--- config.mk ---
export PLATFORM = sky130hd
export DESIGN_NAME = quality_grader
export DESIGN_NICKNAME = d
export VERILOG_FILES = /design/src/rtl/quality_grader.sv
export SDC_FILE = /design/constraint.sdc
export NUM_CORES = 1
export LEC_CHECK = 0
export CAP_MARGIN = 20
export CORE_MARGIN = 4
export CORE_UTILIZATION = 57
export CTS_CLUSTER_DIAMETER = 200
export CTS_CLUSTER_SIZE = 40
export DETAILED_ROUTE_END_ITERATION = 10
export HOLD_SLACK_MARGIN = 0.12
export PLACE_DENSITY_LB_ADDON = 0.3
export SKIP_LAST_GASP = 1
export SYNTH_ARGS = -nofsm -noshare
export SYNTH_HDL_FRONTEND = slang
export SYNTH_SLANG_ARGS = --single-unit
--- constraint.sdc ---
create_clock -name clk -period 3.2 [get_ports clk]
set_input_delay 0.8 -clock clk [delete_from_list [all_inputs] [get_ports clk]]
set_output_delay 0.8 -clock clk [all_outputs]
set_load 0.1 [all_outputs]
--- src/rtl/quality_grader.sv ---
// Item grader: a 3-sample per-bit majority vote over N_CRIT criteria, a LOW/MEDIUM/HIGH grade shown on
// the LEDs for HOLD_CYCLES cycles, and saturating per-grade production counters.
module quality_grader #(
    parameter int N_CRIT      = 3,
    parameter int MED_TH      = 2,
    parameter int HIGH_TH     = 3,
    parameter int HOLD_CYCLES = 4,
    parameter int CNT_W       = 8
) (
    input  logic              clk,
    input  logic              rst_n,
    input  logic              ena,
    input  logic              start_i,
    input  logic [N_CRIT-1:0] crit_i,
    input  logic              clr_cnt_i,
    input  logic [1:0]        cnt_sel_i,
    output logic              busy_o,
    output logic              valid_o,
    output logic [1:0]        grade_o,
    output logic              led_low_o,
    output logic              led_medium_o,
    output logic              led_high_o,
    output logic [CNT_W-1:0]  cnt_o
);

    localparam int PC_W  = $clog2(N_CRIT + 1);
    localparam int TMR_W = (HOLD_CYCLES > 1) ? $clog2(HOLD_CYCLES) : 1;

    typedef enum logic [1:0] {S_IDLE, S_CAPTURE, S_EVAL, S_HOLD} state_t;

    state_t             r_state, w_next;
    logic [N_CRIT-1:0]  r_s0, r_s1, r_s2;
    logic               r_cap_idx;
    logic [TMR_W-1:0]   r_tmr;
    logic               r_valid;
    logic [1:0]         r_grade;
    logic [2:0]         r_led;
    logic [CNT_W-1:0]   r_cnt [4];

    logic [N_CRIT-1:0]  w_maj;
    logic [PC_W-1:0]    w_pc;
    logic [1:0]         w_grade;
    logic               w_eval_fire;
    logic               w_hold_done;

    // FSM state register
    always_ff @(posedge clk or negedge rst_n) begin
        if (!rst_n) r_state <= S_IDLE;
        else        r_state <= w_next;
    end

    // FSM next state; every transition is gated by ena
    always_comb begin
        w_next = r_state;
        if (ena) begin
            case (r_state)
                S_IDLE:    if (start_i) w_next = S_CAPTURE;
                S_CAPTURE: if (r_cap_idx) w_next = S_EVAL;
                S_EVAL:    w_next = S_HOLD;
                S_HOLD:    if (r_tmr == '0) w_next = S_IDLE;
                default:   w_next = S_IDLE;
            endcase
        end
    end

    // FSM outputs
    always_comb begin
        busy_o      = (r_state != S_IDLE);
        w_eval_fire = ena && (r_state == S_EVAL);
        w_hold_done = ena && (r_state == S_HOLD) && (r_tmr == '0);
    end

    assign w_maj = (r_s0 & r_s1) | (r_s0 & r_s2) | (r_s1 & r_s2);

    always_comb begin
        w_pc = '0;
        for (int i = 0; i < N_CRIT; i++) w_pc = w_pc + PC_W'(w_maj[i]);
    end

    always_comb begin
        if (w_pc >= PC_W'(HIGH_TH))     w_grade = 2'b11;
        else if (w_pc >= PC_W'(MED_TH)) w_grade = 2'b10;
        else                            w_grade = 2'b01;
    end

    // Sample capture: s0 on the accepted start, then s1 and s2 on the next two enabled edges
    always_ff @(posedge clk or negedge rst_n) begin
        if (!rst_n) begin
            r_s0      <= '0;
            r_s1      <= '0;
            r_s2      <= '0;
            r_cap_idx <= 1'b0;
        end else if (ena) begin
            if (r_state == S_IDLE && start_i) begin
                r_s0      <= crit_i;
                r_cap_idx <= 1'b0;
            end else if (r_state == S_CAPTURE) begin
                if (!r_cap_idx) r_s1 <= crit_i;
                else            r_s2 <= crit_i;
                r_cap_idx <= 1'b1;
            end
        end
    end

    // Grade, LEDs and hold timer; valid_o clears on the following edge even when ena is low
    always_ff @(posedge clk or negedge rst_n) begin
        if (!rst_n) begin
            r_valid <= 1'b0;
            r_grade <= 2'b00;
            r_led   <= 3'b000;
            r_tmr   <= '0;
        end else begin
            r_valid <= w_eval_fire;
            if (w_eval_fire) begin
                r_grade <= w_grade;
                r_led   <= {w_grade == 2'b11, w_grade == 2'b10, w_grade == 2'b01};
                r_tmr   <= TMR_W'(HOLD_CYCLES - 1);
            end else if (w_hold_done) begin
                r_led   <= 3'b000;
            end else if (ena && r_state == S_HOLD) begin
                r_tmr   <= r_tmr - TMR_W'(1);
            end
        end
    end

    // Counters 0..2 follow grade codes 01..11; counter 3 is TOTAL. Clear beats increment.
    always_ff @(posedge clk or negedge rst_n) begin
        if (!rst_n) begin
            for (int k = 0; k < 4; k++) r_cnt[k] <= '0;
        end else if (clr_cnt_i) begin
            for (int k = 0; k < 4; k++) r_cnt[k] <= '0;
        end else if (w_eval_fire) begin
            for (int k = 0; k < 4; k++) begin
                if ((k == 3 || 2'(k) == w_grade - 2'd1) && r_cnt[k] != '1)
                    r_cnt[k] <= r_cnt[k] + CNT_W'(1);
            end
        end
    end

    assign valid_o      = r_valid;
    assign grade_o      = r_grade;
    assign led_low_o    = r_led[0];
    assign led_medium_o = r_led[1];
    assign led_high_o   = r_led[2];
    assign cnt_o        = r_cnt[cnt_sel_i];

endmodule

# Word level (Yosys, flattened, before mapping)

Cells that the tools add are included.
W data, S select, Z words.

Bits in registers: 52
Bits of input ports: 10
Output and inout port bits: 15
Logic and storage cells: 99

Add/sub/neg operators: 8
Magnitude comparators: 3
Eq/ne operators: 16
Mux-type cells: 22
Bitwise gates (word level): 8
Reduce and logical (&&, ||, !) cells: 29

Operators with widths:

| kind                  | count |
|---|---|
| $mux W32              | 2 |
| $mux W8               | 6 |
| $add A8 B1 Y8 const B | 4 |
| $ne A8 B8 Y1 const B  | 4 |
| $reduce_bool A2 Y1    | 9 |
| $bmux W8 S2           | 1 |
| $mux W2               | 8 |
| $reduce_and A2 Y1     | 7 |
| $reduce_and A4 Y1     | 3 |
| $and A3 B3 Y3         | 3 |
| $eq A2 B2 Y1 const B  | 4 |
| $pmux W2 S4           | 1 |
| $logic_and A1 B1 Y1   | 7 |
| $logic_not A2 Y1      | 3 |
| $mux W3               | 2 |
| $ne A2 B2 Y1 const B  | 3 |
| $or A3 B3 Y3          | 2 |
| $eq A2 B1 Y1 const B  | 2 |
| $ge A2 B2 Y1 const B  | 2 |
| $sub A2 B1 Y2 const B | 2 |
| $ge A3 B3 Y1 const B  | 1 |
| $not A2 Y3            | 1 |
| $add A1 B1 Y2         | 1 |
| $add A2 B1 Y2         | 1 |
| 5 further kinds       | 7 |

# Longest topological paths before layout

Depth after elaboration: 14
Gate-level depth with buffers: 8
Gate-level depth less buffers: 7

# Least setup slack after synthesis

Ideal clock, no wire load.

Path type: input to output
From: input port cnt_sel_i[0]
To: output port cnt_o[0]
Arrival: 2.037 ns
Data required time: 2.400 ns
Setup slack: 0.363 ns
Cell stages on the path: 2
Buffers on the path: 1
Path through: clkbuf_1 mux4_2

Longest elaborated chain between the ends: 4

Ends and longest elaborated chain:

| element                                     | RTL line | text |
|---|---|---|
| start, declared                             | 16       | `input logic [1:0] cnt_sel_i,` |
| $not A2 Y3 (not written as such)            | 145      | `assign cnt_o = r_cnt[cnt_sel_i];` |
| $bmux W8 S2                                 | 145      |  |
| $mux W8 (not written as such) (2 in series) | 145      |  |
| end, declared                               | 23       | `output logic [CNT_W-1:0] cnt_o` |

No other way between the ends. The select of a mux whose other input is x is not followed.

# Final worst setup path

Same ends and word-level chain as after synthesis.

==> run metrics <==
global placement routability congestion=0.874; clock skew=7.25 ps; Synth-to-Final Area Change=17.4%; switching component of the power=916 uW; clk buf depth=2; ANT nets after route=0; # IOs=25; slowest CP cell=mux4_2; CP Cell Sequence=clkdlybuf4s50_1 -> buf_4 -> mux4_2 -> buf_12; startpoint types=primary input; area leader, netlist=dfrtp_1; hold buffer count at CTS=0; Sw Ratio=40.2%; sequential fraction of the synthesis area=45.8%; Sink Count=52; Final Routed Wirelength=6.04 mm; Leak Pwr=1.46 nW; htree depth=2; synth top area cells=dfrtp_1 46%, mux4_2 6.3%, ha_1 4.4%, mux2_2 4.0%, nor2_1 3.6%; Power Dens Cells=683 mW/mm^2; RSZ-0062 raised after global routing=false; Die H=78.6 um; Synth Flop Type=dfrtp_1; Filler cells=358; Final Total Pwr=2.28 mW; worst min path class=reg2reg; CTS buffer count=5; peak supply drop=0.516 mV; post-synthesis simple-gate area fraction=17.9%; post-CTS resize count=0; Die ar.=0.00618 sq mm; Syn Nets=283; Residual DRC=0; Max Cap Violations=0; pre-CTS setup slack=200 ps; top cell type's share of synthesized area=45.8%; required time worst endpoint=2400 ps; GRT overflow=0; internal power=1.36 mW; crit path buf inv count=3; vias in the first global route=2,218; Slew Viols, Final=0; status=finished clean; Seq cells post-synth=52; final setup fails=0; TritonRoute pass-1 iters=4; Max FO, Critical Path=8; # rows=25; Yosys cell types=48; Avg Cell Area, Syn=10.8 sq um; Reg power frac=39.1%; adder-cell share of the synthesized area=6.16%; most common library cells after synthesis=52 x dfrtp_1, 27 x nor2_1, 20 x nand2_1; Avg WL per Cell=16.9 um; critical path type=in2out; Hold Violations, Final=0; number of DRC markers in iteration 0=136; final std cells w/o fill=358; global-route wire length before repair=10.5 mm; CTS tree=yes; final setup margin=205 ps; final period utilization=93.6%; CTS root buf=clkbuf_8; total track usage=22.0%; most numerous cell in the Yosys netlist=dfrtp_1; Clock power frac=18.6%; Vias/cell=6.11; Comb power frac=42.3%; Worst-path clk slew=80 ps; Synth Area in Compound Gates=10.1%; largest family of logic cells by synthesized area=simple AND/OR/NAND/NOR gates; arrival time worst endpoint=2190 ps; synthesized area=0.00284 sq mm; via count=2,186; max_slew headroom=58.0%; setup TNS=0 ps; mux contribution to synthesized area=12.1%; diode count=0; Worst Tran Pin Value=614 ps; critical path's top delay family=buffers and inverters; post-synthesis xor/xnor area fraction=5.55%; worst skew pair latency=300 ps; max frequency=334 MHz; Tmin final=2990 ps; Initial Util=59.4%; post-synthesis cell count=262; initial antenna violation count=0; Post-synth ARST share=100%; Post-synth EDFFs=0; yosys warns=0; pin count of the biggest net entering global routing=29; Final #Nets=313; Worst path max stage delay=560 ps; Buffers on Ports=24; critical path endpoint category=output port; post-CTS setup buffer count=0; Core ar.=0.00479 sq mm; dpl hpwl=4.57 mm; share of cells above drive strength 1=17.2%; Die W=78.6 um; placed insts=352
-- area by class of cell --
class                           count  area, sq um  share of cell area [%]
Multi-Input combinational cell    194         1470                    44.1
Clock inverter                      1         30.0                   0.900
Sequential cell                    52         1300                    39.0
Tap cell                           67         83.8                    2.51
Clock buffer                        5         68.8                    2.06
Inverter                            8         30.0                   0.900
Timing Repair Buffer               31          350                    10.5
-- stage by stage --
stage / hold slack [ps] / utilization [%] / cell area, sq um
after floorplan: 483 / - / 2840
after detailed placement: 469 / 67.6 / 3240
after global placement: 464 / 67.6 / 3240
after global routing: 513 / 69.7 / 3340
after CTS: 496 / 69.7 / 3340
final: 491 / 69.7 / 3340
-- cells in the final DEF (no fill, tap or decap), drive strengths merged, types with 3 or more instances in the layout --
| cell type | count |
|---|---|
| o211ai | 6 |
| o31ai | 3 |
| xnor2 | 7 |
| and4 | 3 |
| or3 | 5 |
| and3 | 6 |
| or4 | 3 |
| dfrtp | 52 |
| nand3 | 11 |
| clkdlybuf4s50 | 8 |
| mux4 | 8 |
| o21ai | 7 |
| ha | 10 |
| mux2 | 10 |
| buf | 23 |
| mux2i | 5 |
| a21oi | 11 |
| nor2 | 27 |
| clkbuf | 5 |
| nand4 | 9 |
| nand2 | 20 |
| inv | 8 |
| xor2 | 11 |
| maj3 | 3 |
-- sequential cells by signal, indices dropped and copies added, names as in the netlist --
signal,cells
r_led,3
valid_o,1
grade_o,2
r_cap_idx,1
r_s2,3
r_cnt,32
r_state,2
r_tmr,2
r_s0,3
r_s1,3
-- power by group through the flow --
stage / Combinational [mW] / Sequential, mW / Clock (mW)
6_report: 0.963 / 0.891 / 0.424
2_1_floorplan: 0.552 / 1.09 / 0
5_1_grt: 1.06 / 0.911 / 0.473
4_1_cts: 0.975 / 0.891 / 0.439
3_3_place_gp: 0.943 / 0.898 / 0
3_5_place_dp: 0.973 / 0.903 / 0
-- final timing paths --
| kind | slack [ps] | cells after the start | endpoint | start |
|---|---|---|---|---|
| max | 210 | 4 | cnt_o[0] | cnt_sel_i[0] |
| min | 490 | 2 | r_led[0] | r_led[0] |
| max reg2reg | 620 | 6 | r_cnt[13] | r_s2[0] |
| min reg2reg | 490 | 2 | r_led[0] | r_led[0] |
| max in group asynchronous | 2060 | 2 | r_cnt[22] | rst_n |
| min in group asynchronous | 500 | 1 | r_cnt[30] | rst_n |
-- logic make-up (layout without fill, tap and decap cells) --
kind of cell,after synthesis,count (layout)
and+or+nand+nor,97,97
DFF,52,52
AOI/OAI and AO/OA,42,42
muxes,23,23
xor gates and xnor gates,18,18
buffers and inverters,16,45
adders and majority gates,14,14
-- metal layers --
metal | part of all wire (%) | global-route usage (%) | up-vias
met5 | 0 | 0 | -
met4 | 2.4 | 8.92 | 0
met3 | 6.0 | 4.47 | 13
met2 | 51 | 37.7 | 68
met1 | 40 | 27.1 | 1076
li1 | - | - | 1029
-- tightest hold or removal path: cells and delay by family, from the launching register on --
kind | cells | cell delay, ps
DFF | 1 | 350
and+or+nand+nor | 2 | 110
Note: power is estimated with default switching activity, not from simulation.
==> patch (same flow settings) <==
The output `valid_o` loses its register stage (`r_valid` becomes a continuous assignment).
--- a/src/rtl/quality_grader.sv
+++ b/src/rtl/quality_grader.sv
@@ -105,12 +105,10 @@
     // Grade, LEDs and hold timer; valid_o clears on the following edge even when ena is low
     always_ff @(posedge clk or negedge rst_n) begin
         if (!rst_n) begin
-            r_valid <= 1'b0;
             r_grade <= 2'b00;
             r_led   <= 3'b000;
             r_tmr   <= '0;
         end else begin
-            r_valid <= w_eval_fire;
             if (w_eval_fire) begin
                 r_grade <= w_grade;
                 r_led   <= {w_grade == 2'b11, w_grade == 2'b10, w_grade == 2'b01};
@@ -122,6 +120,8 @@
             end
         end
     end
+
+    assign r_valid = w_eval_fire;
 
     // Counters 0..2 follow grade codes 01..11; counter 3 is TOTAL. Clear beats increment.
     always_ff @(posedge clk or negedge rst_n) begin
Behaviour: not the same (Yosys sat finds a counterexample within 4 cycles, from zero or initial values and one cycle with rst_n low).
==> patch against the unedited design <==
  * First-iteration DRC count fell by 11%
  * Utilization rose by 0.51 points
  * Sequential share of layout area fell by 0.78 points
  * Global-route usage fell by 0.89 points
  * Sequential power shrank 2%
  * Cell count up 0.28%
  * Wire length down 2.1%
  * Total power is 0.65% higher
  * Synthesized area fell by 0.88%
  * Hold slack got worse by 0.16 ns
  * Final area is essentially flat
  * Sequential cell count down 1
  * Worst setup slack worse by 0.025 ns
  * Critical endpoint unchanged
==> patch: results (changes against the unedited design) <==
| Metric | Value |
|---|---|
| R2R Setup Slk | `0.69 ns (was 0.62 ns)` |
| Total half-perimeter wirelength after legalization and detailed placement | `4.54 mm (was 4.57 mm)` |
| Outcome | `complete, no violations (unchanged)` |
| Top cells by count, synth | `dfrtp_1 (51), nor2_1 (27), nand2_1 (20) (was dfrtp_1 (52), nor2_1 (27), nand2_1 (20))` |
| First-pass DRT Iterations | `4 (unchanged)` |
| Area of placed instances | `3230 um^2 (was 3240 um^2)` |
| Detailed-route wire length | `5.91 mm (was 6.04 mm)` |
| Vias in the first global route | `2,168 (was 2,218)` |
| LEAKAGE | `0.00145 uW (was 0.00146 uW)` |
| Total Routing Usage GR | `21.1% (was 22.0%)` |
| Arrival time worst endpoint | `2.22 ns (was 2.19 ns)` |
| Number of flip-flops under the largest register name | `32 (unchanged)` |
| Iteration-0 DRC Markers | `121 (was 136)` |
| Number of vias per cell | `6.10 (was 6.11)` |
| GPL Wtd Cong | `0.894 (was 0.874)` |
| Worst clock skew on the final layout | `0.00634 ns (was 0.00725 ns)` |
| Peak supply drop | `0.593 mV (was 0.516 mV)` |
| First-pass GRT wire length | `10.2 mm (was 10.5 mm)` |
| Diodes inserted | `0 (unchanged)` |
| Cell types with the largest area share after synthesis | `dfrtp_1 (45%), mux4_2 (6.4%), ha_1 (4.4%) (was dfrtp_1 (46%), mux4_2 (6.3%), ha_1 (4.4%))` |
| Fillers | `352 (was 358)` |
| Share of post-route cells with drive strength above 1 | `17.8% (was 17.2%)` |
| Maximum number of pins on one net before global-route repair | `33 (was 29)` |
| Number of buffers inserted by port buffering | `24 (unchanged)` |
| Share of synthesized area occupied by flip-flops and latches | `45.3% (was 45.8%)` |
| Mapped Nets | `282 (was 283)` |
| Slew Limit Headroom | `65.7% (was 58.0%)` |
| Worst min path class | `primary input to asynchronous set/reset pin (was flip-flop to flip-flop)` |
-- patch: cell count changes after synthesis --
cell / change
dfrtp_1: -1
-- patch: worst max-delay path by stage --
stage,endpoint,slack [ns]
2_1_floorplan,cnt_o[0],0.36
3_3_place_gp,cnt_o[2],0.23
3_5_place_dp,cnt_o[0],0.18
4_1_cts,cnt_o[0],0.17
5_1_grt,cnt_o[0],0.15
6_report,cnt_o[0],0.18
-- patch: layer usage --
layer,GRT usage [%],vias up,routed length (um)
li1,-,1024,-
met2,35.4,71,2930
met5,0,-,0
met4,7.87,0,142
met1,27.1,1084,2550
met3,4.36,12,296
-- patch: layout make-up --
cell class | count | area (um^2) | share of cell area (%)
Tap cell | 67 | 83.8 | 2.51
Sequential cell | 51 | 1280 | 38.2
Clock buffer | 5 | 68.8 | 2.06
Multi-Input combinational cell | 194 | 1470 | 44.1
Inverter | 8 | 30.0 | 0.900
Clock inverter | 2 | 37.5 | 1.12
Timing Repair Buffer | 32 | 370 | 11.1
-- patch: per-stage QoR --
stage / utilization [%] / hold slack, ns / total power [uW] / cells / worst slack, ns
detailed placement: 68.0 / 0.477 / 1880 / 352 / 0.182
global route: 70.2 / 0.331 / 2440 / 359 / 0.153
global placement: 68.0 / 0.466 / 1840 / 352 / 0.227
floorplan: - / 0.483 / 1630 / 261 / 0.363
finish: 70.2 / 0.333 / 2290 / 359 / 0.180
CTS: 70.2 / 0.332 / 2320 / 359 / 0.173
-- patch: where the power goes --
part | internal [uW] | switching [uW] | total [uW]
clock network | 229 | 204 | 432
logic | 359 | 628 | 987
registers | 777 | 96.3 | 873
-- patch: cell families after synthesis --
kind of cell / after synthesis / synth area share [%]
adder cells (fa/ha/maj): 14 / 6.22
buffers and inverters: 16 / 2.44
flip-flops: 51 / 45.3
multiplexers: 23 / 12.2
XOR/XNOR: 18 / 5.60
AND/OR/NAND/NOR: 97 / 18.1
AO/OA/AOI/OAI: 42 / 10.2
